## config.mk

```make
export PLATFORM = sky130hd
export DESIGN_NAME = vga_layer_compositor_flat
export DESIGN_NICKNAME = d
export VERILOG_FILES = /design/src/rtl/vga_layer_compositor_if.sv /design/src/rtl/vga_layer_compositor.sv /design/src/flat_wrapper.sv
export SDC_FILE = /design/constraint.sdc
export NUM_CORES = 1
export LEC_CHECK = 0
export CAP_MARGIN = 5
export CORE_UTILIZATION = 42
export CTS_CLUSTER_SIZE = 8
export DETAILED_ROUTE_END_ITERATION = 6
export PLACE_DENSITY = 0.88
export SLEW_MARGIN = 5
export SYNTH_ARGS = -nofsm -noshare
export SYNTH_HDL_FRONTEND = slang
export SYNTH_SLANG_ARGS = --single-unit
```

## constraint.sdc

```tcl
create_clock -name clk -period 3.7 [get_ports clk]
set_clock_uncertainty 0.1 [all_clocks]
set_input_delay 0.74 -clock clk [delete_from_list [all_inputs] [get_ports clk]]
set_output_delay 0.74 -clock clk [all_outputs]
set_load 0.01 [all_outputs]
```

## src/rtl/vga_layer_compositor_if.sv

```systemverilog
// Bundle of timing, layer and composited-output signals for vga_layer_compositor.
// master: timing generator / layer sources side (drives *_in, observes *_out).
// slave : the compositor (consumes *_in, drives *_out).
//   hcount/vcount     11-bit pixel/line counters
//   hsync/vsync       sync strobes
//   hblnk/vblnk       blanking strobes
//   layer_rgb_in      layer i colour at bits [i*RGB_W +: RGB_W]
//   layer_opaque_in   per-layer "draws this pixel"
//   layer_en_in       requested layer enables (taken at the next vsync rise)
//   mode_in           00 normal, 01 dim, 10 flash, 11 black
//   rgb_out           composited pixel, aligned with the *_out timing
//   frame_start       1-cycle pulse after each vsync rise
interface vga_layer_compositor_if #(
    parameter int unsigned N_LAYERS = 7,
    parameter int unsigned RGB_W    = 12
);
    logic [10:0]               hcount_in;
    logic [10:0]               vcount_in;
    logic                      hsync_in;
    logic                      vsync_in;
    logic                      hblnk_in;
    logic                      vblnk_in;
    logic [N_LAYERS*RGB_W-1:0] layer_rgb_in;
    logic [N_LAYERS-1:0]       layer_opaque_in;
    logic [N_LAYERS-1:0]       layer_en_in;
    logic [1:0]                mode_in;

    logic [10:0]               hcount_out;
    logic [10:0]               vcount_out;
    logic                      hsync_out;
    logic                      vsync_out;
    logic                      hblnk_out;
    logic                      vblnk_out;
    logic [RGB_W-1:0]          rgb_out;
    logic                      frame_start;

    modport master (
        output hcount_in, vcount_in, hsync_in, vsync_in, hblnk_in, vblnk_in,
        output layer_rgb_in, layer_opaque_in, layer_en_in, mode_in,
        input  hcount_out, vcount_out, hsync_out, vsync_out, hblnk_out, vblnk_out,
        input  rgb_out, frame_start
    );

    modport slave (
        input  hcount_in, vcount_in, hsync_in, vsync_in, hblnk_in, vblnk_in,
        input  layer_rgb_in, layer_opaque_in, layer_en_in, mode_in,
        output hcount_out, vcount_out, hsync_out, vsync_out, hblnk_out, vblnk_out,
        output rgb_out, frame_start
    );
endinterface

```

## src/rtl/vga_layer_compositor.sv

```systemverilog
// N-layer pixel compositor with a 2-stage pipeline.
// Stage 1 picks the highest-index enabled opaque layer (or BG_COLOR); stage 2 applies the
// display mode and blanking. Layer enables and mode are shadowed on each vsync rise so a
// frame is always drawn with one consistent configuration.
// Ports:
//   clk  pixel clock
//   rst  asynchronous active-high reset
//   bus  vga_layer_compositor_if.slave (timing in/out, layer data, mode, rgb_out, frame_start)
module vga_layer_compositor #(
    parameter int unsigned      N_LAYERS     = 7,
    parameter int unsigned      RGB_W        = 12,
    parameter logic [RGB_W-1:0] BG_COLOR     = '0,
    parameter int unsigned      FLASH_FRAMES = 30
) (
    input logic                    clk,
    input logic                    rst,
    vga_layer_compositor_if.slave  bus
);

    localparam int unsigned      CH_W    = RGB_W / 3;
    localparam int unsigned      CNT_W   = (FLASH_FRAMES > 1) ? $clog2(FLASH_FRAMES) : 1;
    localparam logic [CNT_W-1:0] CNT_MAX = CNT_W'(FLASH_FRAMES - 1);

    // Frame-synchronous state
    logic                r_vsync_prev;
    logic [N_LAYERS-1:0] r_shadow_en;
    logic [1:0]          r_shadow_mode;
    logic [CNT_W-1:0]    r_frame_cnt;
    logic                r_flash_phase;
    logic                r_frame_start;

    // Stage 1
    logic [10:0]      r_s1_hcount, r_s1_vcount;
    logic             r_s1_hsync, r_s1_vsync, r_s1_hblnk, r_s1_vblnk;
    logic [RGB_W-1:0] r_s1_pix;
    logic             r_s1_top, r_s1_blank, r_s1_phase;
    logic [1:0]       r_s1_mode;

    // Stage 2
    logic [10:0]      r_s2_hcount, r_s2_vcount;
    logic             r_s2_hsync, r_s2_vsync, r_s2_hblnk, r_s2_vblnk;
    logic [RGB_W-1:0] r_s2_rgb;

    logic                w_vs_rise;
    logic [N_LAYERS-1:0] w_masked;
    logic [RGB_W-1:0]    w_pix;
    logic [RGB_W-1:0]    w_dim;
    logic [RGB_W-1:0]    w_rgb_nxt;

    assign w_vs_rise = bus.vsync_in & ~r_vsync_prev;
    assign w_masked  = r_shadow_en & bus.layer_opaque_in;

    // Ascending scan so the highest set index is the last to write w_pix.
    always_comb begin
        w_pix = BG_COLOR;
        for (int i = 0; i < N_LAYERS; i++) begin
            if (w_masked[i]) w_pix = bus.layer_rgb_in[i*RGB_W +: RGB_W];
        end
    end

    always_ff @(posedge clk or posedge rst) begin
        if (rst) begin
            r_vsync_prev  <= 1'b0;
            r_shadow_en   <= '0;
            r_shadow_mode <= 2'b00;
            r_frame_cnt   <= '0;
            r_flash_phase <= 1'b0;
            r_frame_start <= 1'b0;
        end else begin
            r_vsync_prev  <= bus.vsync_in;
            r_frame_start <= w_vs_rise;
            if (w_vs_rise) begin
                r_shadow_en   <= bus.layer_en_in;
                r_shadow_mode <= bus.mode_in;
                if (r_frame_cnt == CNT_MAX) begin
                    r_frame_cnt   <= '0;
                    r_flash_phase <= ~r_flash_phase;
                end else begin
                    r_frame_cnt <= r_frame_cnt + 1'b1;
                end
            end
        end
    end

    // Mode and phase travel with the pixel so a shadow update cannot split a pixel's
    // selection (stage 1) from its treatment (stage 2).
    always_ff @(posedge clk or posedge rst) begin
        if (rst) begin
            r_s1_hcount <= '0;
            r_s1_vcount <= '0;
            r_s1_hsync  <= 1'b0;
            r_s1_vsync  <= 1'b0;
            r_s1_hblnk  <= 1'b0;
            r_s1_vblnk  <= 1'b0;
            r_s1_pix    <= '0;
            r_s1_top    <= 1'b0;
            r_s1_blank  <= 1'b0;
            r_s1_mode   <= 2'b00;
            r_s1_phase  <= 1'b0;
        end else begin
            r_s1_hcount <= bus.hcount_in;
            r_s1_vcount <= bus.vcount_in;
            r_s1_hsync  <= bus.hsync_in;
            r_s1_vsync  <= bus.vsync_in;
            r_s1_hblnk  <= bus.hblnk_in;
            r_s1_vblnk  <= bus.vblnk_in;
            r_s1_pix    <= w_pix;
            r_s1_top    <= w_masked[N_LAYERS-1];
            r_s1_blank  <= bus.hblnk_in | bus.vblnk_in;
            r_s1_mode   <= r_shadow_mode;
            r_s1_phase  <= r_flash_phase;
        end
    end

    always_comb begin
        w_dim = '0;
        for (int c = 0; c < 3; c++) begin
            w_dim[c*CH_W +: CH_W] = r_s1_pix[c*CH_W +: CH_W] >> 1;
        end
    end

    always_comb begin
        w_rgb_nxt = r_s1_pix;
        if (r_s1_blank) begin
            w_rgb_nxt = '0;
        end else begin
            case (r_s1_mode)
                2'b00:   w_rgb_nxt = r_s1_pix;
                2'b01:   w_rgb_nxt = r_s1_top ? r_s1_pix : w_dim;
                2'b10:   w_rgb_nxt = r_s1_phase ? ~r_s1_pix : r_s1_pix;
                default: w_rgb_nxt = '0;
            endcase
        end
    end

    always_ff @(posedge clk or posedge rst) begin
        if (rst) begin
            r_s2_hcount <= '0;
            r_s2_vcount <= '0;
            r_s2_hsync  <= 1'b0;
            r_s2_vsync  <= 1'b0;
            r_s2_hblnk  <= 1'b0;
            r_s2_vblnk  <= 1'b0;
            r_s2_rgb    <= '0;
        end else begin
            r_s2_hcount <= r_s1_hcount;
            r_s2_vcount <= r_s1_vcount;
            r_s2_hsync  <= r_s1_hsync;
            r_s2_vsync  <= r_s1_vsync;
            r_s2_hblnk  <= r_s1_hblnk;
            r_s2_vblnk  <= r_s1_vblnk;
            r_s2_rgb    <= w_rgb_nxt;
        end
    end

    assign bus.hcount_out  = r_s2_hcount;
    assign bus.vcount_out  = r_s2_vcount;
    assign bus.hsync_out   = r_s2_hsync;
    assign bus.vsync_out   = r_s2_vsync;
    assign bus.hblnk_out   = r_s2_hblnk;
    assign bus.vblnk_out   = r_s2_vblnk;
    assign bus.rgb_out     = r_s2_rgb;
    assign bus.frame_start = r_frame_start;

endmodule

```

## src/flat_wrapper.sv

```systemverilog
// flat-port wrapper written by rule: the top's interface ports become plain ports
module vga_layer_compositor_flat 
#(
    parameter int unsigned      N_LAYERS     = 7,
    parameter int unsigned      RGB_W        = 12,
    parameter logic [RGB_W-1:0] BG_COLOR     = '0,
    parameter int unsigned      FLASH_FRAMES = 30
)
  (clk, rst, bus_hcount_in, bus_vcount_in, bus_hsync_in, bus_vsync_in, bus_hblnk_in, bus_vblnk_in, bus_layer_rgb_in, bus_layer_opaque_in, bus_layer_en_in, bus_mode_in, bus_hcount_out, bus_vcount_out, bus_hsync_out, bus_vsync_out, bus_hblnk_out, bus_vblnk_out, bus_rgb_out, bus_frame_start);
  vga_layer_compositor_if #(.N_LAYERS(N_LAYERS), .RGB_W(RGB_W)) bus_i ();
  input logic clk;
  input logic rst;
  input wire logic [$bits(bus_i.hcount_in)-1:0] bus_hcount_in;
  input wire logic [$bits(bus_i.vcount_in)-1:0] bus_vcount_in;
  input wire logic [$bits(bus_i.hsync_in)-1:0] bus_hsync_in;
  input wire logic [$bits(bus_i.vsync_in)-1:0] bus_vsync_in;
  input wire logic [$bits(bus_i.hblnk_in)-1:0] bus_hblnk_in;
  input wire logic [$bits(bus_i.vblnk_in)-1:0] bus_vblnk_in;
  input wire logic [$bits(bus_i.layer_rgb_in)-1:0] bus_layer_rgb_in;
  input wire logic [$bits(bus_i.layer_opaque_in)-1:0] bus_layer_opaque_in;
  input wire logic [$bits(bus_i.layer_en_in)-1:0] bus_layer_en_in;
  input wire logic [$bits(bus_i.mode_in)-1:0] bus_mode_in;
  output wire logic [$bits(bus_i.hcount_out)-1:0] bus_hcount_out;
  output wire logic [$bits(bus_i.vcount_out)-1:0] bus_vcount_out;
  output wire logic [$bits(bus_i.hsync_out)-1:0] bus_hsync_out;
  output wire logic [$bits(bus_i.vsync_out)-1:0] bus_vsync_out;
  output wire logic [$bits(bus_i.hblnk_out)-1:0] bus_hblnk_out;
  output wire logic [$bits(bus_i.vblnk_out)-1:0] bus_vblnk_out;
  output wire logic [$bits(bus_i.rgb_out)-1:0] bus_rgb_out;
  output wire logic [$bits(bus_i.frame_start)-1:0] bus_frame_start;
  assign bus_i.hcount_in = bus_hcount_in;
  assign bus_i.vcount_in = bus_vcount_in;
  assign bus_i.hsync_in = bus_hsync_in;
  assign bus_i.vsync_in = bus_vsync_in;
  assign bus_i.hblnk_in = bus_hblnk_in;
  assign bus_i.vblnk_in = bus_vblnk_in;
  assign bus_i.layer_rgb_in = bus_layer_rgb_in;
  assign bus_i.layer_opaque_in = bus_layer_opaque_in;
  assign bus_i.layer_en_in = bus_layer_en_in;
  assign bus_i.mode_in = bus_mode_in;
  assign bus_hcount_out = bus_i.hcount_out;
  assign bus_vcount_out = bus_i.vcount_out;
  assign bus_hsync_out = bus_i.hsync_out;
  assign bus_vsync_out = bus_i.vsync_out;
  assign bus_hblnk_out = bus_i.hblnk_out;
  assign bus_vblnk_out = bus_i.vblnk_out;
  assign bus_rgb_out = bus_i.rgb_out;
  assign bus_frame_start = bus_i.frame_start;
  vga_layer_compositor #(.N_LAYERS(N_LAYERS), .RGB_W(RGB_W), .BG_COLOR(BG_COLOR), .FLASH_FRAMES(FLASH_FRAMES)) u_core (.clk(clk), .rst(rst), .bus(bus_i));
endmodule
```

==> results of run 1 <==
[stage by stage]
stage               cells  total power [uW]  hold WS (ps)  worst slack, ps
floorplan             291              1553         231.2            326.3
global placement      552              1804         231.5            844.4
detailed placement    552              1822         234.7            807.5
CTS                   568              2633         252.6             1192
global route          568              2749         253.5             1004
finish                568              2611         251.7             1154
[kinds of logic after synthesis]
group                      count (synthesis)  share of synthesized area, %
and+or+nand+nor                           97                         11.79
xor gates and xnor gates                   1                        0.2338
AOI/OAI and AO/OA                         73                         19.33
adders and majority gates                  2                        0.6677
buffers and inverters                     21                         3.205
DFF                                       97                         64.77
[area by class of cell]
class | instances | share of cell area [%]
Sequential cell | 97 | 42.44
Timing Repair Buffer | 170 | 29.58
Multi-Input combinational cell | 173 | 20.98
Tap cell | 108 | 2.363
Clock buffer | 9 | 2.166
Clock inverter | 7 | 2.166
Inverter | 4 | 0.3063
[flip-flops by register name, indices dropped and copies added, names as in the netlist]
name	count
u_core.bus.rgb_out	12
u_core.r_s1_pix	12
u_core.bus.hcount_out	11
u_core.bus.vcount_out	11
u_core.r_s1_hcount	11
u_core.r_s1_vcount	11
u_core.r_shadow_en	7
u_core.r_frame_cnt	5
u_core.r_s1_mode	2
u_core.r_shadow_mode	2
u_core.bus.frame_start	1
u_core.bus.hblnk_out	1
u_core.bus.hsync_out	1
u_core.bus.vblnk_out	1
u_core.bus.vsync_out	1
u_core.r_flash_phase	1
u_core.r_s1_blank	1
u_core.r_s1_hblnk	1
u_core.r_s1_hsync	1
u_core.r_s1_phase	1
u_core.r_s1_top	1
u_core.r_s1_vblnk	1
u_core.r_vsync_prev	1
[cells in the mapped netlist (3+ instances only)]
cell      count
a21oi_1       4
a221oi_1     11
a221oi_2     11
a311o_1      10
and3_1       12
buf_2         6
buf_4         3
buf_6         3
clkbuf_1      4
dfrtp_1      97
inv_1         4
nand2_1      34
nor2_1       36
o21ai_0       6
o221ai_2     10
o22ai_1      12
[power breakdown]
group          internal [uW]  total, uW  switching (uW)
Clock                    402        804             402
Combinational            307        544             237
Sequential              1180       1260            86.4
Total                   1890       2610             725
[worst min-delay path by stage]
| stage | slack, ps | to | start |
|---|---|---|---|
| 2_1_floorplan | 230 | u_core.bus.hblnk_out | u_core.r_s1_hblnk |
| 4_1_cts | 250 | u_core.bus.vcount_out[8] | u_core.r_s1_vcount[8] |
| 5_1_grt | 250 | u_core.bus.vcount_out[4] | u_core.r_s1_vcount[4] |
| 6_report | 250 | u_core.bus.vcount_out[8] | u_core.r_s1_vcount[8] |
| 3_5_place_dp | 230 | u_core.bus.vcount_out[6] | u_core.r_s1_vcount[6] |
| 3_3_place_gp | 230 | u_core.bus.vblnk_out | u_core.r_s1_vblnk |
[layer usage]
| layer | track usage (%) | share of wire, % | vias to the layer above | wire length, um |
|---|---|---|---|---|
| li1 | - | - | 1401 | - |
| met5 | 0 | 0 | - | 0 |
| met4 | 9.559 | 2.3 | 0 | 226 |
| met2 | 34.39 | 50 | 127 | 4924 |
| met1 | 28.55 | 42 | 1441 | 4080 |
| met3 | 5.086 | 6.0 | 21 | 592 |
[critical path, stage by stage]
cell             delay, ps
clkdlybuf4s50_1        450
nand2_1                510
nand3_2                450
o221ai_1               370
a221oi_1               140
==> results by group, run 1 <==
Run
  • Max Cap Viol: 0

Layout
  • Most common cell after layout, fill and taps aside: clkdlybuf4s50_1
  • Area grow syn2layout: 52.62%
  • Register area: around 0.0024 mm^2
  • Filler cells: 661
  • Commonest non-fill, non-tap cells in the layout: 166 x clkdlybuf4s50_1, 97 x dfrtp_1, 36 x nor2_1, 34 x nand2_1
  • Nets: ~600
  • Share of layout cells above drive strength 1: roughly 11%
  • Total inserted antenna cells: 0
  • Core Util, Final: 65.90%
  • Final Cell Area: about 0.0057 mm^2
  • Multi-input gate area: about 0.0012 mm^2

Logic synthesis
  • Post-Synthesis Cell Area: 0.003747 mm^2
  • Syn Nets: between 400 and 500
  • Number of flops mapped to enable cells by yosys: 0
  • Async set-reset flop share out of synthesis: 100.0%
  • Dominant cell type by area after synthesis: dfrtp_1
  • Sequential area share after synthesis: 64.77%
  • Largest cells by area after synthesis: dfrtp_1 65%, a221oi_2 4.4%, o221ai_2 4.0%
  • #FFs+latches synth: 97
  • Cells after Synth: between 200 and 300
  • Post-synth top area share: about two thirds
  • Mean Syn Cell Area: 12.88 um^2
  • Distinct cell type count after synthesis: 37
  • YS warnings: 0
  • Ys flop type: dfrtp_1

Floorplan
  • Die Wd: 96.46 um
  • Initial core utilization: 43.18%
  • Die H: 96.46 um
  • Std-Cell Core Area: 0.008678 mm^2
  • Row cnt: 34
  • Die area: 0.009304 mm^2
  • Total I/O pin count: 167

Hold path
  • HP Class: register to register
  • WHS Path Cells: 0

Detailed routing
  • DRT Pass-1 Iters: 4
  • Final ANT Viol Nets: 0
  • Drc violations: 0
  • Final wirelength: 9.823 mm
  • Wire per inst: 17.29 um
  • Via count: 2990
  • Drt via density: around 5.3
  • DR iter-0 viols: 130

Critical path
  • Critical Setup Path Class: primary input to register
  • Worst setup startpoint: bus_layer_opaque_in[3]
  • CP Capture Point: u_core.r_s1_pix[0]
  • FF-to-FF setup slack: around 1600 ps
  • Worst path required time: 3810 ps
  • Critical path arrival: 2660 ps
  • Critical path endpoint category: register
  • Max Fanout on Critical Path: 13
  • Reg2reg start: u_core.r_shadow_en[3]
  • Reg2Reg Depth: 4
  • Crit start category: primary input
  • FF-to-FF End: u_core.r_s1_pix[0]

STA
  • F_max: roughly 0.4 GHz
  • Post-route minimum period: 2547 ps
  • Setup violators final: 0
  • Relative slew slack: 44.54%
  • Final hold vios: 0
  • Post-Route Setup TNS: 0 ps
  • Final cycle utilization of the critical path: 68.82%
  • RSZ-0062 raised after global routing: false
  • Least-Margin Pin Slew: 831.9 ps
  • Slew Limit Fails: 0

Clock tree
  • Clock transition at the registers of the reported paths: 100 ps
  • Sink Count: 97
  • Setup Fix Bufs, Post-CTS: 0
  • Clk root buf: clkbuf_8
  • Post_cts resized: 0
  • Htree depth: 3
  • TritonCTS clock tree: yes
  • Hold-fix buffers, CTS: 0
  • CTS buffer count: 9
  • Clk buf depth: 2
  • Clk_lat worst skew: 360 ps

Global routing
  • GRT Util Overall: 21.73%
  • Largest net degree at the start of global routing: 48
  • Grt ovf: 0
  • Vias in the first global route: 2934
  • Initial antenna violation count: 0
  • First-pass GRT wire length: 14.68 mm

Pwr
  • Maximum VDD drop: 0.2358 mV
  • Leakage power: ~0.0024 uW
  • Cell Pwr Density: 456.5 mW/mm^2

Outcome
  • Outcome: completed

Placed design
  • Post-DP HPWL: 7.489 mm
  • IO buf count: between 150 and 200
  • Placed cell areas: 0.005472 mm^2
  • Final Wtd Congestion: 0.9384
Power figures use the tool's default switching activity.
==> run 2, diff against run 1 <==
Settings changed: CORE_UTILIZATION 42 to 38, PLACE_DENSITY 0.88 to 0.85.
Clock period 3.7 ns to 2.1 ns, I/O delays scaled along.
==> run 2 against run 1 <==
  * Clock power rose by 34%
  * Sequential share of layout area fell by 0.093 points
  * Global-route usage fell by 1.1 points
  * Critical path type is now register to register
  * Critical path depth fell by 1
==> results by group, run 2 (same netlist as run 1, synthesis figures left out) <==
Critical path
  • Critical path endpoint category: register
  • Worst path required time: 2230 ps (-1580 ps)
  • Critical path arrival: 2000 ps (-660 ps)
  • Max Fanout on Critical Path: 14 (+1)
  • Crit start category: register
  • Critical Setup Path Class: register to register

Hold path
  • HP Class: register to register

Clock tree
  • Hold-fix buffers, CTS: 0 (unchanged)
  • Clk buf depth: 2 (unchanged)
  • Clock transition at the registers of the reported paths: 90 ps (about the same)
  • Post_cts resized: 0 (unchanged)
  • Setup Fix Bufs, Post-CTS: 0 (unchanged)
  • Htree depth: 3 (unchanged)
  • TritonCTS clock tree: yes
  • CTS buffer count: 9 (unchanged)
  • Clk_lat worst skew: 350 ps (about the same)
  • Clk root buf: clkbuf_8
  • Sink Count: 97 (unchanged)

Layout
  • Commonest non-fill, non-tap cells in the layout: 166 x clkdlybuf4s50_1, 97 x dfrtp_1, 36 x nor2_1, 34 x nand2_1
  • Multi-input gate area: 0.001200 mm^2 (unchanged)
  • Total inserted antenna cells: 0 (unchanged)
  • Share of layout cells above drive strength 1: 11.83% (+0.96 points)
  • Core Util, Final: 60.88% (-5.0 points)
  • Register area: 0.002427 mm^2 (unchanged)
  • Nets: 591 (+1.0%)
  • Most common cell after layout, fill and taps aside: clkdlybuf4s50_1
  • Post-Layout Cell Count: 594 (+4.6%)
  • Filler cells: 749 (+13%)
  • Area grow syn2layout: 52.95%
  • Final Cell Area: 0.005732 mm^2 (+0.22%)

Placed design
  • IO buf count: 166 (unchanged)
  • Final Wtd Congestion: 0.8313 (-11%)
  • Placed cell areas: 0.005557 mm^2 (+1.6%)
  • Post-DP HPWL: 7.995 mm (+6.7%)
  • Placed cells: 579 (+4.9%)
  • Place WS: -67.39 ps (-874.9 ps)

Detailed routing
  • Wire per inst: 17.29 um (about the same)
  • DRT Pass-1 Iters: 4 (unchanged)
  • Final wirelength: 10.27 mm (+4.5%)
  • DR iter-0 viols: 188 (+45%)
  • Via count: 3052 (+2.1%)
  • Final ANT Viol Nets: 0 (unchanged)
  • Drc violations: 0 (unchanged)
  • Drt via density: 5.138 (-2.4%)

STA
  • Final hold vios: 0 (unchanged)
  • Setup WS post-layout: 230.5 ps (-923.0 ps)
  • RSZ-0062 raised after global routing: false
  • F_max: between 0.5 and 0.6 GHz
  • Relative slew slack: 62.84% (+18 points)
  • Final cycle utilization of the critical path: 89.02%
  • Slew Limit Fails: 0 (unchanged)
  • Post-route minimum period: between 1500 and 2000 ps
  • Setup violators final: 0 (unchanged)
  • Least-Margin Pin Slew: 554.9 ps (-277.0 ps)

Run
  • Max Cap Viol: 0 (unchanged)

Floorplan
  • Die H: 101.3 um (+5.0%)
  • Std-Cell Core Area: 0.009415 mm^2 (+8.5%)
  • Total I/O pin count: 167 (unchanged)
  • Row cnt: 35 (+2.9%)
  • Die area: 0.01026 mm^2 (+10%)
  • Die Wd: 101.3 um (+5.0%)
  • Initial core utilization: 39.80% (-3.4 points)

Pwr
  • Post-layout total power: 4282 uW (+64%)
  • Leakage power: 0.002395 uW (-0.63%)
  • Maximum VDD drop: 0.3296 mV (+40%)
  • Cell Pwr Density: 747.1 mW/mm^2 (+64%)

Outcome
  • Outcome: completed

Global routing
  • Grt ovf: 0 (unchanged)
  • Initial antenna violation count: 0 (unchanged)
  • GRT Util Overall: 20.58% (-1.1 points)
  • First-pass GRT wire length: 15.77 mm (+7.4%)
  • Vias in the first global route: 3129 (+6.6%)
  • Largest net degree at the start of global routing: 98 (+100%)
[run 2: cell types whose count changed in the layout (fill, tap and decap cells not counted)]
| cell | previous run | this run |
|---|---|---|
| buf_12 | 0 | 1 |
| buf_4 | 4 | 9 |
| clkinv_8 | 2 | 0 |
| clkinvlp_4 | 0 | 4 |
| inv_8 | 2 | 1 |
| bufinv_16 | 2 | 0 |
| inv_6 | 0 | 2 |
| inv_4 | 1 | 0 |
| clkinv_4 | 1 | 0 |
[run 2: stage by stage]
| step | setup TNS (ps) | hold WS [ps] |
|---|---|---|
| floorplan | 0 | 231.2 |
| global placement | 0 | 231.8 |
| detailed placement | -67.39 | 236.4 |
| CTS | 0 | 257.2 |
| global route | 0 | 258.9 |
| finish | 0 | 253.9 |
[run 2: where the power goes]
group          leakage [uW]  switching (uW)  total [uW]  internal [uW]
Sequential          0.00117             148        2220           2070
Combinational       0.00115             425         983            558
Clock             0.0000803             639        1080            440
[run 2: final cells by class]
| class | instances | share of cell area (%) |
|---|---|---|
| Tap cell | 129 | 2.816 |
| Sequential cell | 97 | 42.35 |
| Multi-Input combinational cell | 173 | 20.93 |
| Clock buffer | 9 | 2.161 |
| Timing Repair Buffer | 176 | 30.52 |
| Clock inverter | 6 | 0.8950 |
| Inverter | 4 | 0.3274 |
[run 2: worst paths after layout]
path                                  startpoint                  endpoint  slack [ps]  cells after the start
max reg2reg                u_core.r_shadow_en[1]       u_core.r_s1_pix[11]         230                      4
min in group asynchronous                    rst     u_core.r_s1_vcount[8]         440                      3
max in group asynchronous                    rst     u_core.r_s1_hcount[9]        1100                      3
max                        u_core.r_shadow_en[1]       u_core.r_s1_pix[11]         230                      4
min reg2reg                u_core.r_s1_vcount[7]  u_core.bus.vcount_out[7]         250                      0
min                        u_core.r_s1_vcount[7]  u_core.bus.vcount_out[7]         250                      0
[run 2: worst max-delay path: stages (launching register included)]
cell and delay (ps):
dfrtp_1 500, nand2_1 400, a311o_2 250, o221ai_1 120
a221oi_1 380
[run 2: per-layer routing]
| layer | vias to the layer above | global-route usage [%] | part of all wire [%] |
|---|---|---|---|
| li1 | 1408 | - | - |
| met1 | 1491 | 24.97 | 39 |
| met2 | 136 | 35.58 | 50 |
| met3 | 17 | 5.797 | 9.1 |
| met4 | 0 | 6.355 | 1.5 |
| met5 | - | 0 | 0 |
==> run 3, diff against run 2 <==
Settings changed: PLACE_DENSITY 0.85 to 0.86.
==> run 3 against run 2 <==
  * Clock power rose by 15%
  * Largest power group unchanged
  * Hold slack got worse by 7.2 ps
  * Critical path depth did not move
  * Sequential power barely moved
==> results by group, run 3 (same netlist as run 1, synthesis figures left out) <==
Critical path
  • Critical path arrival: 1970 ps (-30 ps)
  • Worst path required time: 2230 ps (about the same)
  • Critical path endpoint category: register
  • Critical Setup Path Class: register to register
  • Crit start category: register
  • Max Fanout on Critical Path: 14 (unchanged)
  • Reg2Reg Depth: 4 (unchanged)

STA
  • Slew Limit Fails: 0 (unchanged)
  • RSZ-0062 raised after global routing: false
  • Least-Margin Pin Slew: 521.9 ps (-33.04 ps)
  • Final cycle utilization of the critical path: 87.80% (-1.2 points)
  • Final hold vios: 0 (unchanged)
  • Setup violators final: 0 (unchanged)
  • Min Hold Slack: 246.7 ps (-7.186 ps)
  • Post-route minimum period: 1844 ps (-25.61 ps)
  • Relative slew slack: 65.06% (+2.2 points)
  • F_max: 0.5423 GHz (+1.4%)
  • Post-Route Setup TNS: 0 ps (unchanged)

Clock tree
  • Clk_lat worst skew: 350 ps (about the same)
  • Clk root buf: clkbuf_8
  • TritonCTS clock tree: yes
  • Clock transition at the registers of the reported paths: 100 ps (about the same)
  • Post_cts resized: 0 (unchanged)
  • Htree depth: 3 (unchanged)
  • Hold-fix buffers, CTS: 0 (unchanged)
  • Setup Fix Bufs, Post-CTS: 0 (unchanged)
  • CTS buffer count: 9 (unchanged)
  • Clk buf depth: 2 (unchanged)
  • Sink Count: 97 (unchanged)

Global routing
  • Global-route track usage on met1: 22.76% (-2.2 points)
  • Vias in the first global route: 3125 (-0.13%)
  • Largest net degree at the start of global routing: 98 (unchanged)
  • Grt ovf: 0 (unchanged)
  • GRT met2 Usage: 33.91% (-1.7 points)
  • Initial antenna violation count: 0 (unchanged)
  • GRT Util Overall: 19.58% (-1.0 points)
  • GRT busiest layer: met2
  • Met3 usage in global routing: 4.900% (-0.90 points)
  • First-pass GRT wire length: 15.01 mm (-4.8%)

Hold path
  • HP Class: register to register
  • WHS Path Cells: 0 (unchanged)

Placed design
  • Final Wtd Congestion: 0.8594 (+3.4%)
  • IO buf count: 166 (unchanged)
  • Post-DP HPWL: 7.499 mm (-6.2%)
  • Placed cells: 580 (+0.17%)

Floorplan
  • Initial core utilization: 39.80% (unchanged)
  • Row cnt: 35 (unchanged)
  • Std-Cell Core Area: 0.009415 mm^2 (unchanged)
  • Die Wd: 101.3 um (unchanged)
  • Die H: 101.3 um (unchanged)
  • Total I/O pin count: 167 (unchanged)
  • Die area: 0.01026 mm^2 (unchanged)

Pwr
  • P_int: 3206 uW (+4.5%)
  • Maximum VDD drop: 0.4170 mV (+27%)
  • Seq pwr share: 49.9% (-1.9 points)
  • Switch share: 27.67% (-0.65 points)
  • Clock power frac: 28.0% (+2.8 points)
  • Leakage power: 0.002424 uW (+1.2%)
  • P_sw: 1227 uW (+1.2%)
  • Cell Pwr Density: 767.6 mW/mm^2 (+2.7%)
  • Logic gate share of total power: 22.1% (-0.9 points)

Layout
  • Nets: 592 (+0.17%)
  • Commonest non-fill, non-tap cells in the layout: 166 x clkdlybuf4s50_1, 97 x dfrtp_1, 36 x nor2_1, 34 x nand2_1
  • Area grow syn2layout: 54.12%
  • Post-Layout Cell Count: 596 (+0.34%)
  • Core Util, Final: 61.34% (+0.47 points)
  • Total inserted antenna cells: 0 (unchanged)
  • Most common cell after layout, fill and taps aside: clkdlybuf4s50_1
  • Share of layout cells above drive strength 1: 12.21% (+0.38 points)

Detailed routing
  • Wire per inst: 16.17 um (-6.5%)
  • Drc violations: 0 (unchanged)
  • Via count: 2996 (-1.8%)
  • DRT Pass-1 Iters: 4 (unchanged)
  • Final ANT Viol Nets: 0 (unchanged)
  • Final wirelength: 9.635 mm (-6.2%)
  • Drt via density: 5.027 (-2.2%)
  • DR iter-0 viols: 108 (-43%)

Outcome
  • Outcome: completed

Run
  • Max Cap Viol: 0 (unchanged)
[run 3: cell count changes in the layout (fill, tap and decap cells not counted)]
cell	before	now
clkinvlp_4	4	2
buf_4	9	10
bufinv_16	0	1
clkinv_2	0	1
clkinv_8	0	1
[run 3: per-stage QoR]
stage	area (um^2)	power, uW	setup slack (ps)
after global routing	5776	4670	175.0
after global placement	5564	3190	127.7
final	5776	4433	256.2
after detailed placement	5564	3227	5.905
after floorplan	3751	2737	432.4
after CTS	5776	4479	283.0
[run 3: cell type report]
type	instances	area [um^2]
inverters	4	18.77
multi-input cells	173	1200
clock inverters	7	87.58
clock buffers	9	123.9
flip-flops and latches	97	2427
fillers	724	3640
repair buffers	177	1757
well taps	129	161.4
[run 3: path summary, 6_finish.rpt]
kind | to | from | slack [ps]
setup / recovery | u_core.r_s1_pix[11] | u_core.r_shadow_en[1] | 260
hold / removal | u_core.bus.hblnk_out | u_core.r_s1_hblnk | 250
setup reg to reg | u_core.r_s1_pix[11] | u_core.r_shadow_en[1] | 260
hold reg to reg | u_core.bus.hblnk_out | u_core.r_s1_hblnk | 250
max in group asynchronous | u_core.r_s1_pix[0] | rst | 1060
min in group asynchronous | u_core.r_s1_hcount[10] | rst | 440
[run 3: critical path: stages, from the launching register on]
cell      delay (ps)
dfrtp_1          530
nand2_1          370
a311o_2          240
o221ai_1         110
a221oi_1         360
[run 3: routing by layer]
layer	vias to the layer above	wire, um	part of all wire [%]
li1	1412	-	-
met2	140	4841	50
met4	0	228	2.4
met5	-	0	0
met1	1425	3850	40
met3	19	714	7.4
[run 3: power by group through the flow]
stage	Sequential, uW	Combinational [uW]	Clock (uW)
final	2210	978	1240
after global routing	2240	1070	1360
after CTS	2210	985	1280
after detailed placement	2250	979	0
after global placement	2240	950	0
after floorplan	2230	503	0
